--- src/rtl/activation_unit_n.sv ---
// Integrate-and-fire activation stage: NUM_CHANNELS independent neurons with
// reset-by-subtraction and saturating spike counters. Optional leak: define ACT_LEAK_EN.
module activation_unit_n #(
    parameter int NUM_CHANNELS = 4,
    parameter int DATA_WIDTH   = 16,
    parameter int TIMER_WIDTH  = 5,
    parameter int LEAK_SHIFT   = 4
) (
    input  logic                                clk,
    input  logic                                rst,
    input  logic                                clear,
    input  logic                                in_valid,
    input  logic [NUM_CHANNELS*DATA_WIDTH-1:0]  current_in,
    input  logic [NUM_CHANNELS*DATA_WIDTH-1:0]  threshold,
    output logic                                out_valid,
    output logic [NUM_CHANNELS-1:0]             out_spike,
    output logic [NUM_CHANNELS*TIMER_WIDTH-1:0] accumulated_spikes,
    output logic [NUM_CHANNELS*DATA_WIDTH-1:0]  membrane_out
);

    localparam logic signed [DATA_WIDTH-1:0] ZERO_V   = {DATA_WIDTH{1'b0}};
    localparam logic signed [DATA_WIDTH-1:0] MAX_V    = {1'b0, {(DATA_WIDTH-1){1'b1}}};
    localparam logic signed [DATA_WIDTH-1:0] MIN_V    = {1'b1, {(DATA_WIDTH-1){1'b0}}};
    localparam logic [TIMER_WIDTH-1:0]       CNT_ZERO = {TIMER_WIDTH{1'b0}};
    localparam logic [TIMER_WIDTH-1:0]       CNT_MAX  = {TIMER_WIDTH{1'b1}};

    if (NUM_CHANNELS < 1 || LEAK_SHIFT < 1 || LEAK_SHIFT >= DATA_WIDTH) begin : g_bad_param
        $error("activation_unit_n: illegal NUM_CHANNELS or LEAK_SHIFT");
    end

    // Add at one extra bit, then clamp to the representable signed range.
    function automatic logic signed [DATA_WIDTH-1:0] sat_add(
        input logic signed [DATA_WIDTH-1:0] a,
        input logic signed [DATA_WIDTH-1:0] b
    );
        logic signed [DATA_WIDTH:0] sum;
        sum = $signed({a[DATA_WIDTH-1], a}) + $signed({b[DATA_WIDTH-1], b});
        if (sum[DATA_WIDTH] == 1'b1 && sum[DATA_WIDTH-1] == 1'b0) begin
            sat_add = MIN_V;
        end else if (sum[DATA_WIDTH] == 1'b0 && sum[DATA_WIDTH-1] == 1'b1) begin
            sat_add = MAX_V;
        end else begin
            sat_add = sum[DATA_WIDTH-1:0];
        end
    endfunction

    logic [NUM_CHANNELS-1:0] fire_vec_s;
    logic                    out_valid_d, out_valid_q;
    logic [NUM_CHANNELS-1:0] out_spike_d, out_spike_q;

    for (genvar g = 0; g < NUM_CHANNELS; g++) begin : g_ch
        logic signed [DATA_WIDTH-1:0] cur_s, thr_s, base_s, sum_s;
        logic signed [DATA_WIDTH-1:0] mem_d, mem_q;
        logic [TIMER_WIDTH-1:0]       cnt_d, cnt_q;
        logic                         fire_s;

        assign cur_s = current_in[g*DATA_WIDTH +: DATA_WIDTH];
        assign thr_s = threshold[g*DATA_WIDTH +: DATA_WIDTH];
`ifdef ACT_LEAK_EN
        // Shrinking toward zero never overflows, for either sign.
        assign base_s = mem_q - (mem_q >>> LEAK_SHIFT);
`else
        assign base_s = mem_q;
`endif

        // Integrate, compare against threshold and compute next membrane/count.
        always_comb begin
            sum_s  = sat_add(base_s, cur_s);
            fire_s = (thr_s > ZERO_V) && (sum_s >= thr_s);
            mem_d  = mem_q;
            cnt_d  = cnt_q;
            if (clear) begin
                mem_d = ZERO_V;
                cnt_d = CNT_ZERO;
            end else if (in_valid) begin
                if (fire_s) begin
                    mem_d = sum_s - thr_s;
                    if (cnt_q != CNT_MAX) begin
                        cnt_d = cnt_q + TIMER_WIDTH'(1);
                    end else begin
                        cnt_d = cnt_q;
                    end
                end else begin
                    mem_d = sum_s;
                end
            end else begin
                mem_d = mem_q;
            end
        end

        // Per-channel membrane and spike-count state.
        always_ff @(posedge clk or posedge rst) begin
            if (rst) begin
                mem_q <= ZERO_V;
                cnt_q <= CNT_ZERO;
            end else begin
                mem_q <= mem_d;
                cnt_q <= cnt_d;
            end
        end

        assign fire_vec_s[g]                                 = fire_s;
        assign membrane_out[g*DATA_WIDTH +: DATA_WIDTH]      = mem_q;
        assign accumulated_spikes[g*TIMER_WIDTH +: TIMER_WIDTH] = cnt_q;
    end

    // Output handshake: a cleared timestep produces neither valid nor spikes.
    always_comb begin
        out_valid_d = in_valid && !clear;
        if (out_valid_d) begin
            out_spike_d = fire_vec_s;
        end else begin
            out_spike_d = {NUM_CHANNELS{1'b0}};
        end
    end

    // Output valid/spike registers.
    always_ff @(posedge clk or posedge rst) begin
        if (rst) begin
            out_valid_q <= 1'b0;
            out_spike_q <= {NUM_CHANNELS{1'b0}};
        end else begin
            out_valid_q <= out_valid_d;
            out_spike_q <= out_spike_d;
        end
    end

    assign out_valid = out_valid_q;
    assign out_spike = out_spike_q;

endmodule

--- config.mk ---
export PLATFORM = sky130hd
export DESIGN_NAME = activation_unit_n
export DESIGN_NICKNAME = d
export VERILOG_FILES = /design/src/rtl/activation_unit_n.sv
export SDC_FILE = /design/constraint.sdc
export NUM_CORES = 1
export LEC_CHECK = 0
export ABC_AREA = 1
export CORE_MARGIN = 2
export CORE_UTILIZATION = 56
export CTS_BUF_LIST = sky130_fd_sc_hd__clkbuf_4 sky130_fd_sc_hd__clkbuf_8
export DETAILED_ROUTE_END_ITERATION = 12
export GPL_TIMING_DRIVEN = 1
export PLACE_DENSITY = 0.94
export REMOVE_ABC_BUFFERS = 1
export SYNTH_ARGS = -nofsm -noshare
export SYNTH_HDL_FRONTEND = slang
export SYNTH_SLANG_ARGS = --single-unit
--- constraint.sdc ---
create_clock -name clk -period 5.1 [get_ports clk]
set_input_delay 1.02 -clock clk [delete_from_list [all_inputs] [get_ports clk]]
set_output_delay 1.02 -clock clk [all_outputs]
set_load 0.01 [all_outputs]
==> results.md, run 1 <==
- Total grt overflow: 0
- CP Max Fanout: 13
- CTS buffer count: 9
- Initial DRT Pass Iterations: 6
- Multiplexer share of the synthesized area: 0%
- Post-synthesis sequential area ratio: 18.0%
- Slew Limit Headroom: 47.0%
- Hold_ws: 0.544 ns
- Setup bufs post-CTS: 0
- Syn_area_per_cell: about 6.2 um2
- Clk_skew: 0.0171 ns
- Final worst setup slack: about 0.25 ns
- Antenna violations before repair: 0
- Die width: 153 um
- Htree depth: 3
- Vias: 13,600
- Largest net degree at the start of global routing: 55
- TNS Setup: 0 ns
- Layout Cell Area excl Fill: roughly 0.015 mm2
- P&R area growth vs syn: 24.0%
- GRT Resource Usage Total: 31.2%
- Fmax: roughly 200 MHz
- Worst slack, placed: -0.0755 ns
- DR WL/cell: 14.7 um
- Routed Antenna Nets: 0
- CP Capture Type: flip-flop
- Final setup viols: 0
- Clock slew at reported path FFs: approximately 0.10 ns
- Critical path's slowest cell: clkdlybuf4s50_1
- Maxcap violations: 0
- Most common cell after layout, fill and taps aside: nand2_1
- CP Class: input port to flip-flop
- Synth unique cells: 47
- First-pass GRT wire length: 60.8 mm
- Syn Inst Count: 1,980
- CP peak stage delay: 0.46 ns
- I/O Pins: 221
- Yosys reg bits: 89
- Largest family of logic cells by synthesized area: simple AND/OR/NAND/NOR gates
- Dpl cell area: between 0.015 and 0.02 mm2
- Top_reg_cell synth: dfrtp_1
- Pwr Density: ~760 mW/mm2
- Most frequent cells in the layout: nand2_1 (681), inv_1 (292), clkdlybuf4s50_1 (220)
- Yosys top cell by area: nand2_1
- Post-Synth XOR/XNOR Area: 6.17%
- Nets: 2,502
- Clock tree buffer depth: 2
- Root Driver: clkbuf_8
- Slew Limit Fails: 0
- Gpl congestion: 0.964
- WL final: roughly 37 mm
- # diodes: 0
- Crit share post-route: a little over nine tenths
- Iter 0 DRT Violations: between 1,000 and 1,500
- Post-synthesis simple-gate area fraction: 40.0%
- Synth Area in Compound Gates: roughly a tenth
- Cts hold-fix bufs: 0
- VDD IR-drop max: 443 uV
- Element type at the critical path start: input port
- Adder and majority gate portion of the synthesized area: 15.1%
- Most used cell, CP: nand2_1
- WP data arrival: 5.17 ns
- Yosys warning count: 0
- Static Leak: 8.42 nW
- Share of layout cells above drive strength 1: between 7 and 8%
- HPWL after DPL: 30.4 mm
- Area contributors post-synth: nand2_1 (21%), dfrtp_1 (18%), ha_1 (14%)
- # port buffers: 220
- Worst min path class: flip-flop to flip-flop
- Core Region: 0.0218 mm2
- Power Total: approximately 12 mW
- Final hold vios: 0
- Number of global-route vias before repair: 13,000
- CTS Sinks: 89
- Initial Utilization: 56.8%
- Die area: 0.0233 mm2
- Outcome: finished, final reports clean
- Fin crit period: a little under 5 ns
- Vias per Instance: 5.41
- Share of the synthesized area in the top cell type: about a fifth
- Clock latency at the later pin of the worst-skew pair: 0.39 ns
- Async SR Flop Fraction: 100%
- Die height: 153 um
- Critical Path RT: 5.41 ns
- Post-synth EDFFs: 0
- Worst-Margin Slew: 0.793 ns
- TritonCTS clock tree: built
- Syn Std Cell Area: 0.0124 mm2
- Drt drc: 0
- FP Rows: 54
worst paths after layout:
path / startpoint / to / slack [ns] / cells past startpoint
min: g_ch[3].base_s[13] / g_ch[3].base_s[13] / 0.54 / 2
max in group asynchronous: rst / g_ch[3].base_s[8] / 3.04 / 3
max: current_in[48] / g_ch[3].base_s[6] / 0.25 / 31
max reg2reg: g_ch[3].base_s[0] / g_ch[3].base_s[6] / 0.92 / 30
min in group asynchronous: rst / g_ch[0].base_s[14] / 1.10 / 2
min reg2reg: g_ch[3].base_s[13] / g_ch[3].base_s[13] / 0.54 / 2
state kept, by name (all words and copies together), names as in the netlist:
signal,flops
g_ch.base_s,64
g_ch.cnt_q,20
out_valid,1
out_spike,4
metrics by stage:
step	utilization (%)	cells
2_1_floorplan	-	1951
3_3_place_gp	69.3	2495
3_5_place_dp	69.3	2495
4_1_cts	70.4	2510
5_1_grt	70.4	2510
6_report	70.4	2510
report_power, final:
part | switching (mW) | leakage [nW] | internal, mW | total (mW)
registers | 0.245 | 1.20 | 0.930 | 1.18
clock network | 0.291 | 0.122 | 0.337 | 0.628
logic | 5.88 | 7.10 | 3.96 | 9.84
total | 6.42 | 8.42 | 5.23 | 11.6
worst max-delay path, delay by kind of cell:
| kind | cells | cell delay [ns] |
|---|---|---|
| fa+ha+maj | 4 | 1.22 |
| simple gates | 20 | 1.92 |
| buf+inv | 6 | 0.79 |
| compound gates | 1 | 0.19 |
repair_timing:
action | in CTS | in global routing
endpoints found under the setup margin | 0 | 30
endpoints found under the hold margin | 0 | 0
gates resized for setup | 0 | 2
cell usage after synthesis (2+ instances only):
library cell  instances
xnor2_1              51
nand2_4               6
or2_1                 6
nor4_1                6
xor2_1               36
nand4_1              32
nand2_2              21
buf_6                10
nand3b_1             12
nor2_2                4
a21oi_2              23
clkbuf_1             13
o21ai_0              18
o21bai_1             12
nand3_1             162
nor3_2                3
buf_4                 5
nor2_1              121
ha_1                136
nand2_1             681
a21o_1               11
nor3_1               21
o21ai_1               6
inv_2                11
a21oi_1             124
and2_1               12
nand3_4               5
nand3_2               4
or2_2                11
fa_1                  8
nor3b_1               4
and3_1                2
inv_1               293
nor2_4                4
dfrtp_1              89
a31oi_1               6
routing by layer:
layer  wire, um  global-route usage (%)  up-vias  share of wire, %
met5          0                       0        -                 0
met2      17200                    53.2      540                47
met1      15900                    40.7     6163                43
li1           -                       -     6792                 -
met3       2500                    3.36       91               6.8
met4       1200                    12.0        0               3.3
cell families after synthesis:
| kind of cell | Yosys count |
|---|---|
| fa+ha+maj | 144 |
| buf+inv | 335 |
| xor+xnor | 87 |
| flops | 89 |
| compound gates | 206 |
| simple gates | 1119 |
area by class of cell:
class | instances | area [um2]
Sequential cell | 89 | 2230
Fill cell | 1797 | 6430
Inverter | 306 | 1150
Tap cell | 280 | 350
Clock inverter | 5 | 104
Timing Repair Buffer | 264 | 2560
Clock buffer | 10 | 138
Multi-Input combinational cell | 1556 | 8790
Power figures use the tool's default switching activity.
==> inputs of run 2 (changes only) <==
--- a/config.mk
+++ b/config.mk
@@ -11,8 +11,10 @@
 export CTS_BUF_LIST = sky130_fd_sc_hd__clkbuf_4 sky130_fd_sc_hd__clkbuf_8
 export DETAILED_ROUTE_END_ITERATION = 12
 export GPL_TIMING_DRIVEN = 1
-export PLACE_DENSITY = 0.94
+export MAX_ROUTING_LAYER = met4
+export PLACE_DENSITY_LB_ADDON = 0.3
 export REMOVE_ABC_BUFFERS = 1
 export SYNTH_ARGS = -nofsm -noshare
 export SYNTH_HDL_FRONTEND = slang
 export SYNTH_SLANG_ARGS = --single-unit
+export TNS_END_PERCENT = 50
==> run 2 against run 1 <==
Via count is 0.18% higher. Count of clock-buffer cells in the layout increased by 2. Largest power group unchanged. First-iteration DRC count decreased by 6.7%. Wire length up 1.1%. Combinational power grew 4%. Total power grew 2.6%. Maximum frequency grew 2.3%. Register-to-register slack improved by 0.06 ns. Final area grew 1.6%. Setup slack improved by 0.11 ns.
==> results.md, run 2 (synthesis results as in run 1) <==
- Critical Path RT: 5.36 ns (-0.05 ns)
- CTS buffer count: 9 (unchanged)
- Worst-Margin Slew: 0.880 ns (+0.0870 ns)
- Util after Layout: 71.5% (+1.1 points)
- P&R area growth vs syn: 26.0%
- Static Leak: 8.57 nW (+1.7%)
- Final setup viols: 0 (unchanged)
- Die width: 153 um (unchanged)
- CP Max Fanout: 13 (unchanged)
- Drt drc: 0 (unchanged)
- CTS Sinks: 89 (unchanged)
- Setup bufs post-CTS: 0 (unchanged)
- Slew Limit Fails: 0 (unchanged)
- Outcome: finished, final reports clean
- Cts hold-fix bufs: 0 (unchanged)
- Htree depth: 3 (unchanged)
- VDD IR-drop max: 497 uV (+12%)
- Iter 0 DRT Violations: 941 (-6.7%)
- Gpl congestion: 0.967 (+0.27%)
- Crit share post-route: 93.0% (-2.1 points)
- Most common cell after layout, fill and taps aside: nand2_1
- Final hold vios: 0 (unchanged)
- Largest net degree at the start of global routing: 60 (+9.1%)
- Clock tree buffer depth: 2 (unchanged)
- Critical path's slowest cell: clkdlybuf4s50_1
- Dpl cell area: 0.0153 mm2 (+1.8%)
- Max reg flops: 64 (unchanged)
- Power Total: 12.0 mW (+2.6%)
- Clock latency at the later pin of the worst-skew pair: 0.39 ns (about the same)
- First-pass GRT wire length: 61.1 mm (+0.42%)
- Vias per Instance: 5.35 (-1.1%)
- Vias: 13,600 (+0.18%)
- Worst slack, placed: -0.197 ns (-0.122 ns)
- Number of global-route vias before repair: 13,200 (+0.94%)
- Share of layout cells above drive strength 1: 8.58% (+1.4 points)
- WL final: 37.2 mm (+1.1%)
- Pwr Density: 768 mW/mm2 (+1.0%)
- Die area: 0.0233 mm2 (unchanged)
- Slew Limit Headroom: 41.2% (-5.9 points)
- Element type at the critical path start: input port
- Worst min path class: flip-flop to flip-flop
- HPWL after DPL: 30.6 mm (+0.65%)
- # port buffers: 220 (unchanged)
- Routed Antenna Nets: 0 (unchanged)
- GRT Resource Usage Total: 32.4% (+1.2 points)
- Nets: 2,533 (+1.2%)
- Clock slew at reported path FFs: 0.11 ns (about the same)
- Fin crit period: 4.74 ns (-0.109 ns)
- CP Class: input port to flip-flop
- Total grt overflow: 0 (unchanged)
- DR WL/cell: 14.6 um (-0.19%)
- Maxcap violations: 0 (unchanged)
- Most frequent cells in the layout: nand2_1 (680), inv_1 (292), clkdlybuf4s50_1 (220)
- Fmax: 211 MHz (+2.3%)
- Core Region: 0.0218 mm2 (unchanged)
- TNS Setup: 0 ns (unchanged)
- Die height: 153 um (unchanged)
- CP peak stage delay: 0.46 ns (about the same)
- Clk_skew: 0.0152 ns (-0.00195 ns)
- I/O Pins: 221 (unchanged)
- FP Rows: 54 (unchanged)
- WP data arrival: 5.00 ns (-0.17 ns)
- Layout Cell Area excl Fill: 0.0156 mm2 (+1.6%)
- Antenna violations before repair: 0 (unchanged)
- TritonCTS clock tree: built
- Cts repair resizes: 0 (unchanged)
- CP Capture Type: flip-flop
- # diodes: 0 (unchanged)
- Initial DRT Pass Iterations: 5 (-1)
- Most used cell, CP: nand2_1
- Initial Utilization: 56.8% (unchanged)
- Final worst setup slack: 0.356 ns (+0.109 ns)
- Root Driver: clkbuf_8
## run 2: changes by cell type in the layout (fill, tap and decap cells not counted), sizes merged
cell | before | now
buf | 44 | 75
bufinv | 3 | 1
clkbuf | 10 | 12
clkinvlp | 0 | 1
## run 2: worst max-delay path: cells and delay by family
kind | cells | cell delay, ns
buffers and inverters | 7 | 1.11
AOI/OAI and AO/OA | 2 | 0.47
adders and majority gates | 3 | 0.93
and+or+nand+nor | 19 | 1.45
## run 2: final timing paths
check                                   start                  to  slack, ns  cells after the start
min in group asynchronous                 rst  g_ch[1].base_s[14]       1.11                      2
max in group asynchronous                 rst   g_ch[3].base_s[4]       2.99                      3
min reg2reg                g_ch[1].base_s[13]  g_ch[1].base_s[13]       0.54                      2
max                            current_in[48]   g_ch[3].base_s[9]       0.36                     31
max reg2reg                 g_ch[0].base_s[0]   g_ch[0].base_s[6]       0.98                     26
min                        g_ch[1].base_s[13]  g_ch[1].base_s[13]       0.54                      2
## run 2: cell type report
class                   count  area (um2)
well taps                 280         350
clock buffers              12         159
fillers                  1880        6190
flip-flops and latches     89        2230
clock inverters             4        51.3
inverters                 306        1160
repair buffers            295        2830
multi-input cells        1556        8790
## run 2: per-layer routing
metal / up-vias / routed length [um] / track usage [%]
li1: 6883 / - / -
met1: 6183 / 16500 / 41.0
met2: 454 / 17300 / 53.9
met3: 90 / 2130 / 2.99
met4: 0 / 1280 / 12.3
met5: - / 0 / -
## run 2: per-stage QoR
stage	instances	hold WS, ns
3_3_place_gp	2526	0.516
3_5_place_dp	2526	0.514
2_1_floorplan	1951	0.537
4_1_cts	2542	0.542
5_1_grt	2542	0.580
6_report	2542	0.541
## run 2: report_power, final
group	switching (mW)	total, mW	internal (mW)
Combinational	5.95	10.2	4.28
Sequential	0.243	1.17	0.930
Clock	0.290	0.549	0.260
==> inputs of run 3 (changes only) <==
--- a/config.mk
+++ b/config.mk
@@ -7,9 +7,10 @@
 export LEC_CHECK = 0
 export ABC_AREA = 1
 export CORE_MARGIN = 2
-export CORE_UTILIZATION = 56
+export CORE_UTILIZATION = 60
 export CTS_BUF_LIST = sky130_fd_sc_hd__clkbuf_4 sky130_fd_sc_hd__clkbuf_8
 export DETAILED_ROUTE_END_ITERATION = 12
+export DONT_BUFFER_PORTS = 1
 export GPL_TIMING_DRIVEN = 1
 export MAX_ROUTING_LAYER = met4
 export PLACE_DENSITY_LB_ADDON = 0.3
==> run 3 against run 2 <==
Hold slack improved by 0.026 ns. Sequential share of layout area rose by 3.1 points. Clock power rose by 13%. Largest power group unchanged.
==> results.md, run 3 (synthesis results as in run 1) <==
- Worst slack, placed: 0.118 ns (+0.316 ns)
- Clock latency at the later pin of the worst-skew pair: 0.38 ns (about the same)
- Worst-Margin Slew: 0.934 ns (+0.0544 ns)
- Routed Antenna Nets: 0 (unchanged)
- Die height: 148 um (-3.3%)
- TNS Setup: 0 ns (unchanged)
- Crit share post-route: 91.1% (-1.9 points)
- Initial DRT Pass Iterations: 5 (unchanged)
- Die area: 0.0218 mm2 (-6.5%)
- Cts hold-fix bufs: 0 (unchanged)
- Number of global-route vias before repair: 12,000 (-8.5%)
- CP peak stage delay: 0.45 ns (about the same)
- Clock slew at reported path FFs: 0.10 ns (about the same)
- WP data arrival: 4.97 ns (-0.03 ns)
- Drt drc: 0 (unchanged)
- Worst min path class: input port to async pin
- Vias: 12,500 (-8.4%)
- Most frequent cells in the layout: nand2_1 (681), inv_1 (292), nand3_1 (162)
- Critical Path RT: 5.43 ns (+0.07 ns)
- Share of layout cells above drive strength 1: 6.37% (-2.2 points)
- Pwr Density: 829 mW/mm2 (+7.9%)
- Reg2reg start: g_ch[2].base_s[0]
- WL final: 35.0 mm (-6.0%)
- Gpl congestion: 1.02 (+5.3%)
- Final worst setup slack: 0.453 ns (+0.0968 ns)
- Util after Layout: 63.3% (-8.2 points)
- Htree depth: 3 (unchanged)
- Layout Cell Area excl Fill: 0.0128 mm2 (-18%)
- Critical path startpoint: current_in[32]
- Clock tree buffer depth: 2 (unchanged)
- Outcome: finished, final reports clean
- P&R area growth vs syn: 3.74%
- Slew Limit Fails: 0 (unchanged)
- Static Leak: 7.42 nW (-13%)
- # port buffers: 0 (-100%)
- Slew Limit Headroom: 37.5% (-3.6 points)
- Cts repair resizes: 0 (unchanged)
- Final hold vios: 0 (unchanged)
- Fmax: 215 MHz (+2.1%)
- R2r endpoint: g_ch[2].cnt_q[2]
- CTS buffer count: 9 (unchanged)
- Nets: 2,248 (-11%)
- Most common cell after layout, fill and taps aside: nand2_1
- Vias per Instance: 5.55 (+3.6%)
- CP Class: input port to flip-flop
- GRT Resource Usage Total: 33.1% (+0.69 points)
- VDD IR-drop max: 543 uV (+9.3%)
- Total grt overflow: 0 (unchanged)
- Largest delay contributor family on the critical path: simple AND/OR/NAND/NOR gates
- CTS Sinks: 89 (unchanged)
- Reg-to-reg slack, setup: 0.57 ns (-0.41 ns)
- Final setup viols: 0 (unchanged)
- CP Max Fanout: 17 (+4)
- R2R depth: 27 (+3.8%)
- Most used cell, CP: nand2_1
- Largest net degree at the start of global routing: 46 (-23%)
- FP Rows: 52 (-3.7%)
- Core Region: 0.0202 mm2 (-7.0%)
- Fin crit period: 4.65 ns (-0.0968 ns)
- Iter 0 DRT Violations: 852 (-9.5%)
- Unrepaired setup endpoints after global routing: no
- Antenna violations before repair: 0 (unchanged)
- Die width: 148 um (-3.3%)
- HPWL after DPL: 28.7 mm (-6.2%)
- Critical path's slowest cell: fa_1
- Root Driver: clkbuf_8
- TritonCTS clock tree: built
- Maxcap violations: 0 (unchanged)
- Dpl cell area: 0.0126 mm2 (-18%)
- CP Capture Type: flip-flop
- Hold_ws: 0.566 ns (+0.0259 ns)
- Initial Utilization: 61.1% (+4.3 points)
- Max reg flops: 64 (unchanged)
- I/O Pins: 221 (unchanged)
- Bufs and invs on worst path: 2 (-5)
- Setup bufs post-CTS: 0 (unchanged)
- Clk_skew: 0.0133 ns (-0.00192 ns)
- # diodes: 0 (unchanged)
- Element type at the critical path start: input port
- DR WL/cell: 15.6 um (+6.4%)
- Filler cells: 1,973 (+4.9%)
- First-pass GRT wire length: 57.4 mm (-6.0%)
-- run 3: cell types whose count changed in the layout (fill, tap and decap cells not counted), moves of 2 or more --
cell             change
clkinv_2             +2
buf_4               -60
clkdlybuf4s50_1    -220
buf_12               -5
bufinv_16            +2
-- run 3: worst max-delay path by stage --
stage,cells after the start,endpoint,slack (ns)
floorplan,25,g_ch[1].base_s[15],0.73
global placement,27,g_ch[2].cnt_q[2],0.20
detailed placement,27,g_ch[2].cnt_q[2],0.12
CTS,27,g_ch[2].cnt_q[2],0.52
global route,25,g_ch[0].base_s[15],0.19
finish,27,g_ch[2].cnt_q[2],0.45
-- run 3: report_power, final --
group | switching, mW | internal [mW]
combinational | 5.52 | 3.18
clock | 0.286 | 0.337
sequential | 0.381 | 0.928
total | 6.18 | 4.44
-- run 3: worst register-to-register path, cell delays in order, from the launching register on --
cell and delay [ns]:
dfrtp_1 0.48, ha_1 0.25, fa_1 0.40, nand2_1 0.08, nand2_1 0.09, nand3_1 0.12
nand2_2 0.11, nand2_1 0.10, nand3_1 0.11, nand2_4 0.13, inv_1 0.06, nand2_1 0.15
nand2_1 0.07, nand2_1 0.08, inv_1 0.06, ha_1 0.22, fa_1 0.45, o21ai_2 0.29
nand2_1 0.10, nand2_2 0.12, nand2_2 0.07, nand2_1 0.06, nand2_1 0.08, nand3_4 0.19
nand3_1 0.25, nand2_1 0.21, nand2_1 0.08, nand2_1 0.07
-- run 3: stage by stage --
step	cells	power, mW
2_1_floorplan	1951	8.05
3_3_place_gp	2231	9.69
3_5_place_dp	2231	9.81
4_1_cts	2247	10.5
5_1_grt	2247	11.8
6_report	2247	10.6
-- run 3: routing by layer --
layer  share of wire (%)  up-vias  wire length, um  GRT usage [%]
met4                 2.3        0              806           10.0
li1                    -     6315                -              -
met2                  47      438            16600           55.0
met1                  43     5665            15200           41.6
met3                 6.9       46             2410           5.12
met5                   0        -                0              -
-- run 3: area by class of cell --
class / instances / area (um2) / share of cell area, %
Clock inverter: 6 / 105 / 0.820
Timing Repair Buffer: 10 / 75.1 / 0.586
Clock buffer: 10 / 138 / 1.07
Multi-Input combinational cell: 1556 / 8780 / 68.5
Tap cell: 270 / 338 / 2.64
Inverter: 306 / 1150 / 9.00
Sequential cell: 89 / 2230 / 17.4
